## src/rtl/dds_sweep_ctrl_pkg.sv

```systemverilog
// Shared types and default widths for the DDS sweep controller.
package dds_sweep_ctrl_pkg;

    localparam int FREQ_W_DEF = 32;
    localparam int CNT_W_DEF  = 16;

    // IDLE waits for start, ARM restarts the DDS phase, SWEEP steps the
    // frequency, LAST is the one-cycle decision point for repeat or finish.
    typedef enum logic [1:0] {
        IDLE  = 2'd0,
        ARM   = 2'd1,
        SWEEP = 2'd2,
        LAST  = 2'd3
    } sweep_state_t;

endpackage

```

## src/rtl/dds_sweep_ctrl_dwell_timer.sv

```systemverilog
// Dwell timer: counts cycles spent at one frequency and flags the last one.
// The dwell length is captured once per sweep; a length of 0 behaves as 1.
module dds_dwell_timer
    import dds_sweep_ctrl_pkg::*;
#(
    parameter int CNT_W = CNT_W_DEF
)
(
    input  logic             clk,
    input  logic             rst,
    input  logic             load,
    input  logic             clear,
    input  logic             run,
    input  logic [CNT_W-1:0] dwell,
    output logic             tc
);

    logic [CNT_W-1:0] dwell_reg;
    logic [CNT_W-1:0] cnt_reg;

    // Capture the dwell length, lifting 0 to 1 so the terminal count always fires
    always_ff @(posedge clk or posedge rst) begin
        if (rst) begin
            dwell_reg <= CNT_W'(1);
        end else if (load) begin
            dwell_reg <= (dwell == '0) ? CNT_W'(1) : dwell;
        end
    end

    // Free-running count while enabled, wrapping to 0 on the terminal cycle
    always_ff @(posedge clk or posedge rst) begin
        if (rst) begin
            cnt_reg <= '0;
        end else if (clear) begin
            cnt_reg <= '0;
        end else if (run) begin
            cnt_reg <= tc ? '0 : cnt_reg + CNT_W'(1);
        end
    end

    assign tc = run && (cnt_reg == dwell_reg - CNT_W'(1));

endmodule

```

## src/rtl/dds_sweep_ctrl.sv

```systemverilog
// Linear frequency sweep sequencer for the DDS phase accumulator.
// All outputs are registered; the sweep runs from shadow copies of the
// programming inputs so the register bank may change them at any time.
module dds_sweep_ctrl
    import dds_sweep_ctrl_pkg::*;
#(
    parameter int FREQ_W = FREQ_W_DEF,
    parameter int CNT_W  = CNT_W_DEF
)
(
    input  logic              DAC_clk,
    input  logic              rst,
    input  logic              start,
    input  logic              abort,
    input  logic [FREQ_W-1:0] f_start,
    input  logic [FREQ_W-1:0] f_step,
    input  logic [CNT_W-1:0]  num_steps,
    input  logic [CNT_W-1:0]  dwell,
    input  logic              repeat_en,
    output logic [FREQ_W-1:0] FreqCntrl,
    output logic              dds_en,
    output logic              busy,
    output logic              done,
    output logic [CNT_W-1:0]  step_idx
);

    sweep_state_t      state_reg;
    logic [FREQ_W-1:0] f_start_reg;
    logic [FREQ_W-1:0] f_step_reg;
    logic [CNT_W-1:0]  num_steps_reg;
    logic              repeat_reg;

    logic accept;
    logic kill;
    logic dwell_tc;

    // A start is honoured only from IDLE and only if abort is not also present
    assign accept = (state_reg == IDLE) && start && !abort;
    assign kill   = (state_reg != IDLE) && abort;

    dds_dwell_timer #(
        .CNT_W (CNT_W)
    ) u_dwell_timer (
        .clk   (DAC_clk),
        .rst   (rst),
        .load  (accept),
        .clear ((state_reg == ARM) || kill),
        .run   (state_reg == SWEEP),
        .dwell (dwell),
        .tc    (dwell_tc)
    );

    // Sweep FSM with shadow registers and the modulo-2^FREQ_W frequency adder
    always_ff @(posedge DAC_clk or posedge rst) begin
        if (rst) begin
            state_reg     <= IDLE;
            f_start_reg   <= '0;
            f_step_reg    <= '0;
            num_steps_reg <= '0;
            repeat_reg    <= 1'b0;
            FreqCntrl     <= '0;
            dds_en        <= 1'b0;
            busy          <= 1'b0;
            done          <= 1'b0;
            step_idx      <= '0;
        end else begin
            done <= 1'b0;
            if (kill) begin
                // Abort: stop the DDS, keep the last frequency word, no done
                state_reg <= IDLE;
                dds_en    <= 1'b0;
                busy      <= 1'b0;
                step_idx  <= '0;
            end else begin
                case (state_reg)
                    IDLE: begin
                        dds_en   <= 1'b0;
                        busy     <= 1'b0;
                        step_idx <= '0;
                        if (accept) begin
                            f_start_reg   <= f_start;
                            f_step_reg    <= f_step;
                            num_steps_reg <= num_steps;
                            repeat_reg    <= repeat_en;
                            busy          <= 1'b1;
                            state_reg     <= ARM;
                        end
                    end
                    ARM: begin
                        // dds_en was low for this cycle, so the accumulator sits at phase 0
                        FreqCntrl <= f_start_reg;
                        dds_en    <= 1'b1;
                        step_idx  <= '0;
                        state_reg <= SWEEP;
                    end
                    SWEEP: begin
                        if (dwell_tc && (num_steps_reg != '0)) begin
                            if (step_idx == num_steps_reg - CNT_W'(1)) begin
                                state_reg <= LAST;
                            end else begin
                                FreqCntrl <= FreqCntrl + f_step_reg;
                                step_idx  <= step_idx + CNT_W'(1);
                            end
                        end
                    end
                    LAST: begin
                        if (repeat_reg) begin
                            // Restart the frequency ramp without touching the phase
                            FreqCntrl <= f_start_reg;
                            step_idx  <= '0;
                            state_reg <= SWEEP;
                        end else begin
                            dds_en    <= 1'b0;
                            busy      <= 1'b0;
                            done      <= 1'b1;
                            step_idx  <= '0;
                            state_reg <= IDLE;
                        end
                    end
                    default: state_reg <= IDLE;
                endcase
            end
        end
    end

endmodule

```

## config.mk

```make
export PLATFORM = sky130hd
export DESIGN_NAME = dds_sweep_ctrl
export DESIGN_NICKNAME = d
export VERILOG_FILES = /design/src/rtl/dds_sweep_ctrl_pkg.sv /design/src/rtl/dds_sweep_ctrl_dwell_timer.sv /design/src/rtl/dds_sweep_ctrl.sv
export SDC_FILE = /design/constraint.sdc
export NUM_CORES = 1
export LEC_CHECK = 0
export CORE_MARGIN = 4
export CORE_UTILIZATION = 50
export CTS_BUF_LIST = sky130_fd_sc_hd__clkbuf_4
export DETAILED_ROUTE_END_ITERATION = 10
export PLACE_DENSITY = 0.72
export SYNTH_ARGS = -nofsm -noshare
export SYNTH_HDL_FRONTEND = slang
export SYNTH_SLANG_ARGS = --single-unit
```

## constraint.sdc

```tcl
create_clock -name DAC_clk -period 14.5 [get_ports DAC_clk]
set_clock_uncertainty 0.1 [all_clocks]
set_input_delay 1.45 -clock DAC_clk [delete_from_list [all_inputs] [get_ports DAC_clk]]
set_output_delay 1.45 -clock DAC_clk [all_outputs]
set_load 0.05 [all_outputs]
```

Word-level counts from Yosys, hierarchy flattened
Index checks and enable logic that the tools add are counted.
{ "word_totals": {"mem_bits_rw": 0, "n_memories": 0, "latch_bits": 0, "inputBits": 101, "out_inout_bits": 51, "reg_bits": 166, "rom_bits": 0, "wordCells": 80} }
{ "classes": {"n_lt_le_gt_ge": 0, "reduce_logical": 22, "n_shift": 0, "div": 0, "n_eq_ne": 13, "mux": 27, "addsub": 5, "bitwise": 1, "multipliers": 0} }
{ "op_table": {"columns": ["op", "count"], "rows": [
  ["$mux W16", 7],
  ["$mux W32", 3],
  ["$pmux W32 S3", 1],
  ["$add A16 B1 Y16 const B", 2],
  ["$add A32 B32 Y32", 1],
  ["$eq A16 B16 Y1", 2],
  ["$pmux W16 S2", 1],
  ["$sub A16 B1 Y16 const B", 2],
  ["$logic_not A16 Y1", 1],
  ["$reduce_bool A16 Y1", 1],
  ["$ne A3 B3 Y1 const B", 5],
  ["$mux W2", 5],
  ["$pmux W2 S4", 1],
  ["$mux W1", 7],
  ["$ne A2 B2 Y1 const B", 3],
  ["$reduce_and A2 Y1", 3],
  ["$reduce_and A3 Y1", 2],
  ["$reduce_bool A3 Y1", 2],
  ["$logic_and A1 B1 Y1", 5],
  ["$reduce_and A5 Y1", 1],
  ["$eq A2 B2 Y1 const B", 2],
  ["$reduce_bool A2 Y1", 2],
  ["$reduce_bool A4 Y1", 1],
  ["$pmux W1 S3", 1],
  ["other kinds (7)", 7]
]} }

Logic depth before layout (Yosys ltp)
Gate-level depths: netlist (run 1).
{ "logic_depth": {"word_depth": 7, "ltp_mapped": 12, "depth_no_buf": 12} }

By module
Synthesis (run 1) repeated with hierarchy kept, for this count alone.
{ "hier_totals": {"cells_unflattened": 1008, "area_unflattened_um2": 9989.6} }
{ "by_module_without_submodules": {"columns": ["mod", "instances", "cells_each", "area_per_inst_um2"], "rows": [
  ["dds_sweep_ctrl", 1, 772, 7788.7],
  ["dds_dwell_timer", 1, 236, 2200.9]
]} }

Worst setup path before layout (run 1)
OpenSTA, ideal clock, no wires.
{ "synth_timing": {"path_type": "input to register", "start": "input port abort", "end": "register f_start_reg[0]", "n_path_buf": 3, "path_stages": 5, "arrival_time_ps": 3111, "setup_slack_ps": 11164, "cell_sequence": "clkbuf_1 nor4b_1 clkbuf_1 clkbuf_1 mux2_2"} }
{ "synth_via": {"elab_chain_cells": 3} }
{ "synth_rtl": {"columns": ["element", "line_no", "text"], "rows": [
  ["start: declaration", "dds_sweep_ctrl.sv:14", "input logic abort,"],
  ["$logic_not A1 Y1 or $logic_and A1 B1 Y1 (tied branches)", "dds_sweep_ctrl.sv:38, dds_sweep_ctrl.sv:39", null],
  ["$logic_and A1 B1 Y1 or $not A1 Y1 (tied branches)", null, null],
  ["$reduce_and A3 Y1 (no line) *", null, null],
  ["end signal: assignment", "dds_sweep_ctrl.sv:81", "f_start_reg <= f_start;"],
  ["end: declaration", "dds_sweep_ctrl.sv:28", "logic [FREQ_W-1:0] f_start_reg;"]
]} }
Mark *: on every way between the ends. The rest lies on a longest branch, timed or not.
A chain may end at the register's enable or synchronous reset.

Worst setup path after layout (run 1)
{ "layout_timing": {"start": "register num_steps_reg[2]", "end": "register FreqCntrl[14]"} }
{ "layout_via": {"elab_chain_cells": 4} }
{ "layout_rtl": {"columns": ["element", "line_no", "text"], "rows": [
  ["start: declaration", "dds_sweep_ctrl.sv:30", "logic [CNT_W-1:0] num_steps_reg;"],
  ["start signal: assignment", "dds_sweep_ctrl.sv:83", "num_steps_reg <= num_steps;"],
  ["$sub A16 B1 Y16 or $reduce_bool A16 Y1 (tied branches)", "dds_sweep_ctrl.sv:98, dds_sweep_ctrl.sv:97", null],
  ["$eq A16 B16 Y1 or $logic_and A1 B1 Y1 (tied branches)", "dds_sweep_ctrl.sv:98, dds_sweep_ctrl.sv:97", null],
  ["$ne A2 B2 Y1 (no line)", null, null],
  ["$reduce_and A5 Y1 (no line) *", null, null],
  ["end signal: assignment", "dds_sweep_ctrl.sv:91", "FreqCntrl <= f_start_reg;"],
  ["end signal: assignment", "dds_sweep_ctrl.sv:101", "FreqCntrl <= FreqCntrl + f_step_reg;"],
  ["end signal: assignment", "dds_sweep_ctrl.sv:109", "FreqCntrl <= f_start_reg;"],
  ["end: declaration", "dds_sweep_ctrl.sv:20", "output logic [FREQ_W-1:0] FreqCntrl,"]
]} }
Marked as above.

==> results of run 1 <==
cells by family after synthesis:
family	Yosys count	share of synthesized area
XOR/XNOR	84	0.0762
adder cells (fa/ha/maj)	36	0.0474
flip-flops	166	0.430
AO/OA/AOI/OAI	215	0.141
buffers and inverters	70	0.0286
AND/OR/NAND/NOR	311	0.160
multiplexers	100	0.116
stage by stage:
step	utilization	cells	hold WS, ps	setup WS, ps
2_1_floorplan	-	982	346	8460
3_3_place_gp	0.604	1355	364	10330
3_5_place_dp	0.604	1355	372	10280
4_1_cts	0.619	1387	405	10370
5_1_grt	0.619	1387	437	9980
6_report	0.619	1388	400	10360
final timing paths:
kind	from	end	slack, ps	depth (start not counted)
max in group asynchronous	rst	u_dwell_timer.cnt_reg[14]$_DFFE_PP0P_	11570	3
min in group asynchronous	rst	f_step_reg[3]$_DFFE_PP0P_	1350	2
worst min register to register	dds_en$_DFFE_PP0P_	dds_en$_DFFE_PP0P_	400	1
worst max-delay path	num_steps_reg[2]$_DFFE_PP0P_	FreqCntrl[14]$_DFFE_PP0P_	10360	9
worst max register to register	num_steps_reg[2]$_DFFE_PP0P_	FreqCntrl[14]$_DFFE_PP0P_	10360	9
worst min-delay path	dds_en$_DFFE_PP0P_	dds_en$_DFFE_PP0P_	400	1
final cells by class:
cell class	instances	area, µm²
well taps	260	325
inverters	26	103
flip-flops and latches	166	4160
clock inverters	15	154
fillers	1594	7180
diodes	1	2.50
repair buffers	157	1560
multi-input cells	746	5230
clock buffers	17	128
cell usage in the layout (no fill, tap or decap), types with 3 or more instances in the layout:
cell / instances
a2111oi_0: 3
a211oi_1: 6
a21o_1: 13
a21oi_1: 69
a31o_1: 3
a31o_2: 3
a31oi_1: 20
and3_1: 14
buf_4: 6
clkbuf_4: 17
clkdlybuf4s50_1: 151
clkinv_2: 4
dfrtp_1: 165
ha_1: 35
inv_1: 24
inv_6: 4
mux2_2: 94
mux2i_1: 6
nand2_1: 74
nand2b_1: 4
nand3_1: 29
nand4_1: 12
nor2_1: 106
nor2b_1: 5
nor3_1: 16
nor4_1: 19
nor4_4: 3
o2111ai_1: 5
o211ai_1: 5
o21ai_0: 55
o31ai_1: 3
o41ai_1: 6
or2_2: 5
or3_1: 3
xnor2_1: 53
xor2_1: 31
layer usage:
| layer | track usage | vias to the layer above |
|---|---|---|
| li1 | - | 3799 |
| met1 | 0.292 | 3798 |
| met2 | 0.349 | 204 |
| met3 | 0.0457 | 29 |
| met4 | 0.0550 | 2 |
| met5 | 0 | - |
power by group through the flow:
stage	logic, W	registers, W	clock network [W]
5_1_grt	0.000946	0.000671	0.000301
6_report	0.000855	0.000655	0.000274
3_5_place_dp	0.000849	0.000664	0
4_1_cts	0.000856	0.000656	0.000283
3_3_place_gp	0.000836	0.000663	0
2_1_floorplan	0.000533	0.000753	0
worst max-delay path: cells and delay by family, from the launching register on:
family          cells  cell delay (ps)
simple gates        1              860
mux                 1              400
flops               1              480
compound gates      6             1620
buf+inv             1              520
==> flow_metrics.py, run 1 <==
metrics = {
    "timing": {
        "hold_viol": 0,
        "tns_ps": 0,
        "min_period_ps": 4140,
        "timing.final.crit_share": 0.286,
        "fmax_mhz": 241,
        "setup_viol": 0,
        "drv_slew": 0,
        "worstMarginPinSlew_ps": 1050,
        "rsz0062_at_grt": "no",
        "max_slew_margin": 0.300,
    },
    "cells_and_area": {
        "fin_area_um2": 11700,
        "layout-drive-gt1-share": 0.139,
        "area_delta_synth_final_pct": 20.7,
        "layout.nets": 1251,
    },
    "placed_design": {
        "port_buffers": 151,
        "globalplace.congestion": 0.907,
        "hpwl_mm": 16.6,
        "placed_area_um2": 11400,
    },
    "logic_synthesis": {
        "synth_edf_count": 0,
        "synth_area_um2": 9650,
        "syn_inst": 982,
        "yosysSeqAreaShare": 0.430,
        "ys_warn_count": 0,
        "ys_ff_latch": 166,
        "avgSynthCellArea_um2": 9.83,
        "synth_area_leader_cell": "dfrtp_1",
        "synthTopCellsByArea": "dfrtp_1, mux2_2, xnor2_1",
        "synth_top_area_frac": 0.428,
        "synth.most_common_cell": "dfrtp_1",
        "synth_ff_type": "dfrtp_1",
        "synthTopCellsByCount": "dfrtp_1, nor2_1, mux2_2",
        "synth_cell_types": 74,
        "async_flop_share": 1.00,
        "synth_nets": 1119,
    },
    "power": {
        "p_total_w": 0.00178,
        "comb_power_share": 0.479,
        "p_sw_w": 0.000753,
        "swShare": 0.422,
        "clock_power_share": 0.153,
        "seq_power_share": 0.367,
        "leakagePower_nw": 4.71,
        "power_density_nw_per_um2": 153,
        "p_int_w": 0.00103,
        "ir_worst_vdd_mv": 0.127,
    },
    "hold_path": {
        "min_path_type": "reg2reg",
    },
    "floorplanning": {
        "ioPinCount": 152,
        "die_x_um": 147,
        "die_h_um": 147,
        "placementRows": 50,
        "dieArea_um2": 21600,
        "initial_utilization": 0.513,
        "core_area_um2": 18800,
    },
    "cts": {
        "postCtsHoldBufs": 0,
        "cts_root_buf": "clkbuf_4",
        "cts_buffer_depth": 2,
        "clk_latency_ps": 560,
        "cts_buffers": 17,
        "post_cts_resized": 0,
        "clock_sinks": 166,
        "path_clk_slew_ps": 150,
        "cts_tree": "built",
        "h-tree-depth": 4,
        "cts_setup_buffers": 0,
    },
    "critical_path": {
        "critPathMaxStageDelay_ps": 860,
        "cp.arrival_ps": 4470,
        "endpoint_kind": "register",
        "criticalPathCategory": "reg2reg",
        "cp_slowest_cell": "nor4_2",
        "start_kind": "register",
        "worstPathRequired_ps": 14830,
        "cp_max_fo": 62,
        "crit_chain": "nor4_2, o21ai_0, o311a_1, a311o_1, o2111ai_1, o211ai_4, a21oi_4, buf_4, mux2_2",
    },
    "outcome": {
        "status": "completed",
    },
    "flow_run": {
        "cap_violations": 0,
    },
    "route": {
        "dr.first_iter.drc_count": 481,
        "drc": 0,
        "routed_via_density": 5.64,
        "vias": 7832,
        "totalWireLength_mm": 22.8,
        "post_drt_wl_per_cell_um": 16.4,
        "wl_met3_mm": 1.24,
        "wl_met2_mm": 10.9,
        "dr.max_layer_used": "met5",
        "first_pass_iters": 5,
        "m1WireLength_mm": 10.3,
        "ant_nets": 0,
    },
    "global_routing": {
        "grt_max_degree": 102,
        "grt_pass1_vias": 7672,
        "grt_overflow": 0,
        "track_usage": 0.213,
        "grt_pass1_wl_mm": 38.1,
        "antenna_found_initial": 1,
    },
}
Power figures use the tool's default switching activity.
==> inputs of run 2 (changes only) <==
==> constraint.sdc (replaced) <==
create_clock -name DAC_clk -period 4.28 [get_ports DAC_clk]
set_clock_uncertainty 0.1 [all_clocks]
set_input_delay 0.428 -clock DAC_clk [delete_from_list [all_inputs] [get_ports DAC_clk]]
set_output_delay 0.428 -clock DAC_clk [all_outputs]
set_load 0.05 [all_outputs]
==> run 2 against run 1 <==
Net effect:
- critical path depth up 3
- sequential share of layout area down 0.22 points
- clock power rose to 3.5 times the previous value
- sequential cell count unchanged
- cell area up 0.62%
- non-clock buffer count up 5
- die area unchanged
- worst setup slack worse by 9800 ps
- utilization up 0.39 points
- global-route usage about the same
- via count about the same
- critical endpoint is now FreqCntrl[30]$_DFFE_PP0P_
- highest routed layer unchanged
==> flow_metrics.py, run 2 (synthesized netlist as in run 1, its figures left out) <==
metrics = {
    "power": {
        "power_density_nw_per_um2": 519,
        "p_total_w": 0.00609,
        "leakagePower_nw": 4.74,
        "ir_worst_vdd_mv": 0.356,
    },
    "hold_path": {
        "min_path_type": "in2async",
    },
    "critical_path": {
        "criticalPathCategory": "reg2reg",
        "critPathMaxStageDelay_ps": 540,
        "cp.arrival_ps": 4080,
        "start_kind": "register",
        "endpoint_kind": "register",
        "crit_chain": "inv_1, ha_1, nor4b_1, nand3_1, xnor2_1, nand4_1, nor4b_4, o211ai_4, a21oi_4, buf_4, mux2i_1, o21ai_1",
        "reg2reg_depth": 12,
        "r2r_slack_ps": 590,
        "critical-path-top-delay-family": "simple AND/OR/NAND/NOR gates",
        "r2r_end": "FreqCntrl[30]$_DFFE_PP0P_",
        "r2r_start": "u_dwell_timer.dwell_reg[1]$_DFFE_PP0P_",
        "worstPathRequired_ps": 4670,
        "worst-path-buf-inv": 2,
        "cp_slowest_cell": "nor4b_1",
        "cp_max_fo": 15,
    },
    "placed_design": {
        "globalplace.congestion": 0.887,
        "placed_area_um2": 11400,
        "port_buffers": 151,
        "hpwl_mm": 16.9,
    },
    "cts": {
        "clk_latency_ps": 590,
        "postCtsHoldBufs": 0,
        "cts_buffer_depth": 2,
        "clock_sinks": 166,
        "cts_buffers": 17,
        "cts_setup_buffers": 0,
        "post_cts_resized": 0,
        "cts_tree": "built",
        "h-tree-depth": 4,
        "path_clk_slew_ps": 170,
        "cts_root_buf": "clkbuf_4",
    },
    "cells_and_area": {
        "fin_area_um2": 11700,
        "seqCellArea_um2": 4160,
        "fillers": 1602,
        "diodes": 0,
        "final_common_cell": "dfrtp_1",
        "layout-drive-gt1-share": 0.144,
        "layout.nets": 1256,
        "area_delta_synth_final_pct": 21.5,
        "final_cell_mix": "dfrtp_1, clkdlybuf4s50_1, nor2_1",
        "multi_input_area_um2": 5230,
    },
    "flow_run": {
        "cap_violations": 0,
    },
    "outcome": {
        "status": "completed",
    },
    "global_routing": {
        "grt_pass1_vias": 7736,
        "grt_overflow": 0,
        "grt_max_degree": 64,
        "antenna_found_initial": 1,
        "track_usage": 0.213,
        "grt_pass1_wl_mm": 37.9,
    },
    "timing": {
        "tns_ps": 0,
        "rsz0062_at_grt": "no",
        "timing.final.crit_share": 0.862,
        "max_slew_margin": 0.387,
        "worstMarginPinSlew_ps": 917,
        "fmax_mhz": 271,
        "hold_viol": 0,
        "holdWs_ps": 107,
        "drv_slew": 0,
        "setup_viol": 0,
        "min_period_ps": 3690,
    },
    "route": {
        "ant_nets": 0,
        "drc": 0,
        "first_pass_iters": 5,
        "vias": 7827,
        "dr.first_iter.drc_count": 449,
        "routed_via_density": 5.62,
        "post_drt_wl_per_cell_um": 16.3,
        "totalWireLength_mm": 22.7,
    },
    "floorplanning": {
        "initial_utilization": 0.513,
        "placementRows": 50,
        "dieArea_um2": 21600,
        "ioPinCount": 152,
        "die_x_um": 147,
        "core_area_um2": 18800,
        "die_h_um": 147,
    },
}
## run 2: worst max-delay path by stage
| stage | depth (start not counted) | endpoint | slack (ps) | from |
|---|---|---|---|---|
| 6_report | 12 | FreqCntrl[30]$_DFFE_PP0P_ | 590 | u_dwell_timer.dwell_reg[1]$_DFFE_PP0P_ |
| 5_1_grt | 12 | FreqCntrl[30]$_DFFE_PP0P_ | 260 | u_dwell_timer.dwell_reg[1]$_DFFE_PP0P_ |
| 4_1_cts | 12 | FreqCntrl[30]$_DFFE_PP0P_ | 580 | u_dwell_timer.dwell_reg[1]$_DFFE_PP0P_ |
| 3_5_place_dp | 12 | FreqCntrl[30]$_DFFE_PP0P_ | 630 | u_dwell_timer.dwell_reg[1]$_DFFE_PP0P_ |
| 3_3_place_gp | 12 | FreqCntrl[30]$_DFFE_PP0P_ | 740 | u_dwell_timer.dwell_reg[1]$_DFFE_PP0P_ |
| 2_1_floorplan | 12 | FreqCntrl[16]$_DFFE_PP0P_ | 950 | FreqCntrl[0]$_DFFE_PP0P_ |
## run 2: layer usage
metal / global-route usage / routed length [µm] / part of all wire / up-vias
li1: - / - / - / 3817
met1: 0.288 / 10200 / 0.45 / 3776
met2: 0.346 / 10800 / 0.48 / 207
met3: 0.0509 / 1380 / 0.061 / 25
met4: 0.0587 / 315 / 0.014 / 2
met5: 0 / 13 / 0.00057 / -
## run 2: layout make-up
class | instances | area share
Timing Repair Buffer | 162 | 0.138
Tap cell | 260 | 0.0277
Clock inverter | 14 | 0.0137
Clock buffer | 18 | 0.0115
Sequential cell | 166 | 0.354
Multi-Input combinational cell | 746 | 0.446
Inverter | 26 | 0.00864
## run 2: report_power, final
part | total, W | internal, W | leakage (nW) | switching (W)
combinational | 0.00292 | 0.00126 | 2.58 | 0.00166
sequential | 0.00222 | 0.00189 | 2.01 | 0.000325
clock | 0.000958 | 0.000324 | 0.152 | 0.000633
total | 0.00609 | 0.00347 | 4.74 | 0.00262
## run 2: through the flow
stage                     utilization  cells  setup WS (ps)
after floorplan                     -    982            950
after global placement          0.607   1360            743
after detailed placement        0.607   1360            631
after CTS                       0.623   1392            584
after global routing            0.623   1392            258
final                           0.623   1392            591
==> inputs of run 3 (changes only) <==
--- a/config.mk
+++ b/config.mk
@@ -5,11 +5,12 @@
 export SDC_FILE = /design/constraint.sdc
 export NUM_CORES = 1
 export LEC_CHECK = 0
-export CORE_MARGIN = 4
+export CORE_MARGIN = 2
 export CORE_UTILIZATION = 50
 export CTS_BUF_LIST = sky130_fd_sc_hd__clkbuf_4
 export DETAILED_ROUTE_END_ITERATION = 10
 export PLACE_DENSITY = 0.72
+export SLEW_MARGIN = 20
 export SYNTH_ARGS = -nofsm -noshare
 export SYNTH_HDL_FRONTEND = slang
 export SYNTH_SLANG_ARGS = --single-unit
==> run 3 against run 2 <==
Net effect:
- worst setup slack worse by 64 ps
- die area fell by 5.4%
- cell count did not move
- utilization increased by 0.080 points
- sequential share of layout area hardly changed
- count of clock-buffer cells in the layout is 1 lower
- critical path depth is 1 higher
- hold slack better by 160 ps
- fmax shrank 1.7%
==> flow_metrics.py, run 3 (synthesized netlist as in run 1, its figures left out) <==
metrics = {
    "critical_path": {
        "crit_path_end": "FreqCntrl[25]$_DFFE_PP0P_",
        "critical-path-top-delay-family": "simple AND/OR/NAND/NOR gates",
        "worst-path-buf-inv": 3,
        "critPathMaxStageDelay_ps": 480,
        "start_kind": "register",
        "r2r_slack_ps": 530,
        "crit_start": "u_dwell_timer.dwell_reg[1]$_DFFE_PP0P_",
        "cp_common_cell": "buf_4",
        "reg2reg_depth": 13,
        "worstPathRequired_ps": 4670,
        "cp_max_fo": 22,
        "criticalPathCategory": "reg2reg",
        "cp.arrival_ps": 4140,
        "endpoint_kind": "register",
        "crit_chain": "inv_1, ha_1, or4b_1, nor3_1, xnor2_1, nand4_1, nor4b_4, o211ai_4, a21oi_4, buf_4, buf_4, nor2_1, a31oi_1",
        "r2r_end": "FreqCntrl[25]$_DFFE_PP0P_",
        "cp_slowest_cell": "or4b_1",
        "r2r_start": "u_dwell_timer.dwell_reg[1]$_DFFE_PP0P_",
        "cp.depth": 13,
    },
    "flow_run": {
        "cap_violations": 0,
    },
    "timing": {
        "setup_viol": 0,
        "hold_viol": 0,
        "timing.final.crit_share": 0.877,
        "min_period_ps": 3750,
        "worstMarginPinSlew_ps": 945,
        "max_slew_margin": 0.370,
        "tns_ps": 0,
        "drv_slew": 0,
        "layout_setup_ws_ps": 527,
        "rsz0062_at_grt": "no",
        "fmax_mhz": 266,
    },
    "global_routing": {
        "grt_pass1_vias": 7633,
        "grt_max_degree": 167,
        "antenna_found_initial": 0,
        "grt_pass1_wl_mm": 37.5,
        "grt_overflow": 0,
        "track_usage": 0.230,
    },
    "cts": {
        "clock_sinks": 166,
        "cts_setup_buffers": 0,
        "cts_buffer_depth": 2,
        "post_cts_resized": 0,
        "path_clk_slew_ps": 150,
        "cts_tree": "built",
        "h-tree-depth": 4,
        "clk_latency_ps": 570,
        "cts_root_buf": "clkbuf_4",
        "cts_buffers": 17,
        "postCtsHoldBufs": 0,
    },
    "route": {
        "first_pass_iters": 7,
        "vias": 7795,
        "post_drt_wl_per_cell_um": 16.2,
        "routed_via_density": 5.60,
        "dr.first_iter.drc_count": 467,
        "drc": 0,
        "ant_nets": 0,
        "totalWireLength_mm": 22.6,
    },
    "power": {
        "clock_power_share": 0.166,
        "comb_power_share": 0.473,
        "leakagePower_nw": 4.76,
        "ir_worst_vdd_mv": 0.428,
        "swShare": 0.420,
        "seq_power_share": 0.361,
        "p_sw_w": 0.00258,
        "power_density_nw_per_um2": 524,
        "p_int_w": 0.00357,
    },
    "floorplanning": {
        "dieArea_um2": 20400,
        "die_h_um": 143,
        "core_area_um2": 18800,
        "ioPinCount": 152,
        "die_x_um": 143,
        "initial_utilization": 0.513,
        "placementRows": 50,
    },
    "placed_design": {
        "hpwl_mm": 16.5,
        "port_buffers": 151,
        "placed_cells": 1360,
        "globalplace.congestion": 0.872,
        "place_ws_ps": 613,
    },
    "cells_and_area": {
        "area_delta_synth_final_pct": 21.6,
        "layout.nets": 1256,
        "final_cell_mix": "dfrtp_1, clkdlybuf4s50_1, nor2_1",
        "fillers": 1590,
        "layout-drive-gt1-share": 0.144,
        "diodes": 0,
        "final_common_cell": "dfrtp_1",
        "final-instance-count-excl-fill": 1392,
    },
    "hold_path": {
        "min_path_type": "in2async",
    },
    "outcome": {
        "status": "completed",
    },
}
==> run 3: layout make-up <==
class,instances,area (µm²),share of cell area
clock buffer,17,128,0.0109
clock inverter,15,195,0.0166
inverter,26,101,0.00863
multi-input combinational,746,5230,0.445
sequential,166,4160,0.354
tap,260,325,0.0277
timing repair buffer,162,1610,0.137
==> run 3: power groups by stage <==
stage               clock (W)  combinational, W  sequential [W]
floorplan                   0           0.00181         0.00255
finish                0.00102           0.00291         0.00222
global route          0.00112           0.00321         0.00227
global placement            0           0.00286         0.00225
detailed placement          0           0.00289         0.00226
CTS                   0.00105           0.00291         0.00223
==> run 3: worst reg2reg max path, cell delays in order, from the launching register on <==
cell      delay [ps]
dfrtp_1          410
inv_1             90
ha_1             250
or4b_1           480
nor3_1           200
xnor2_1          150
nand4_1          170
nor4b_4          420
o211ai_4         270
a21oi_4          420
buf_4            250
buf_4            270
nor2_1            70
a31oi_1          150
==> run 3: how the worst min path moves through the flow <==
stage / start / end / slack, ps / depth (start not counted)
finish: rst / num_steps_reg[12]$_DFFE_PP0P_ / 260 / 3
global route: f_start[24] / f_start_reg[24]$_DFFE_PP0P_ / 300 / 2
CTS: num_steps[0] / num_steps_reg[0]$_DFFE_PP0P_ / 280 / 3
detailed placement: busy$_DFFE_PP0P_ / busy$_DFFE_PP0P_ / 370 / 1
global placement: busy$_DFFE_PP0P_ / busy$_DFFE_PP0P_ / 370 / 1
floorplan: repeat_reg$_DFFE_PP0P_ / done$_DFF_PP0_ / 350 / 1
==> run 3: routing by layer <==
metal | global-route usage | routed length, µm
met1 | 0.312 | 10300
met2 | 0.385 | 11000
met3 | 0.0469 | 1070
met4 | 0.0453 | 195
met5 | 0 | 0
==> run 3: stage by stage <==
| stage | utilization | total power (W) | hold slack (ps) | cell area [µm²] |
|---|---|---|---|---|
| after CTS | 0.624 | 0.00618 | 280 | 11700 |
| after global placement | 0.606 | 0.00511 | 374 | 11400 |
| after floorplan | - | 0.00436 | 346 | 9660 |
| final | 0.624 | 0.00615 | 264 | 11700 |
| after global routing | 0.624 | 0.00660 | 303 | 11700 |
| after detailed placement | 0.606 | 0.00514 | 374 | 11400 |
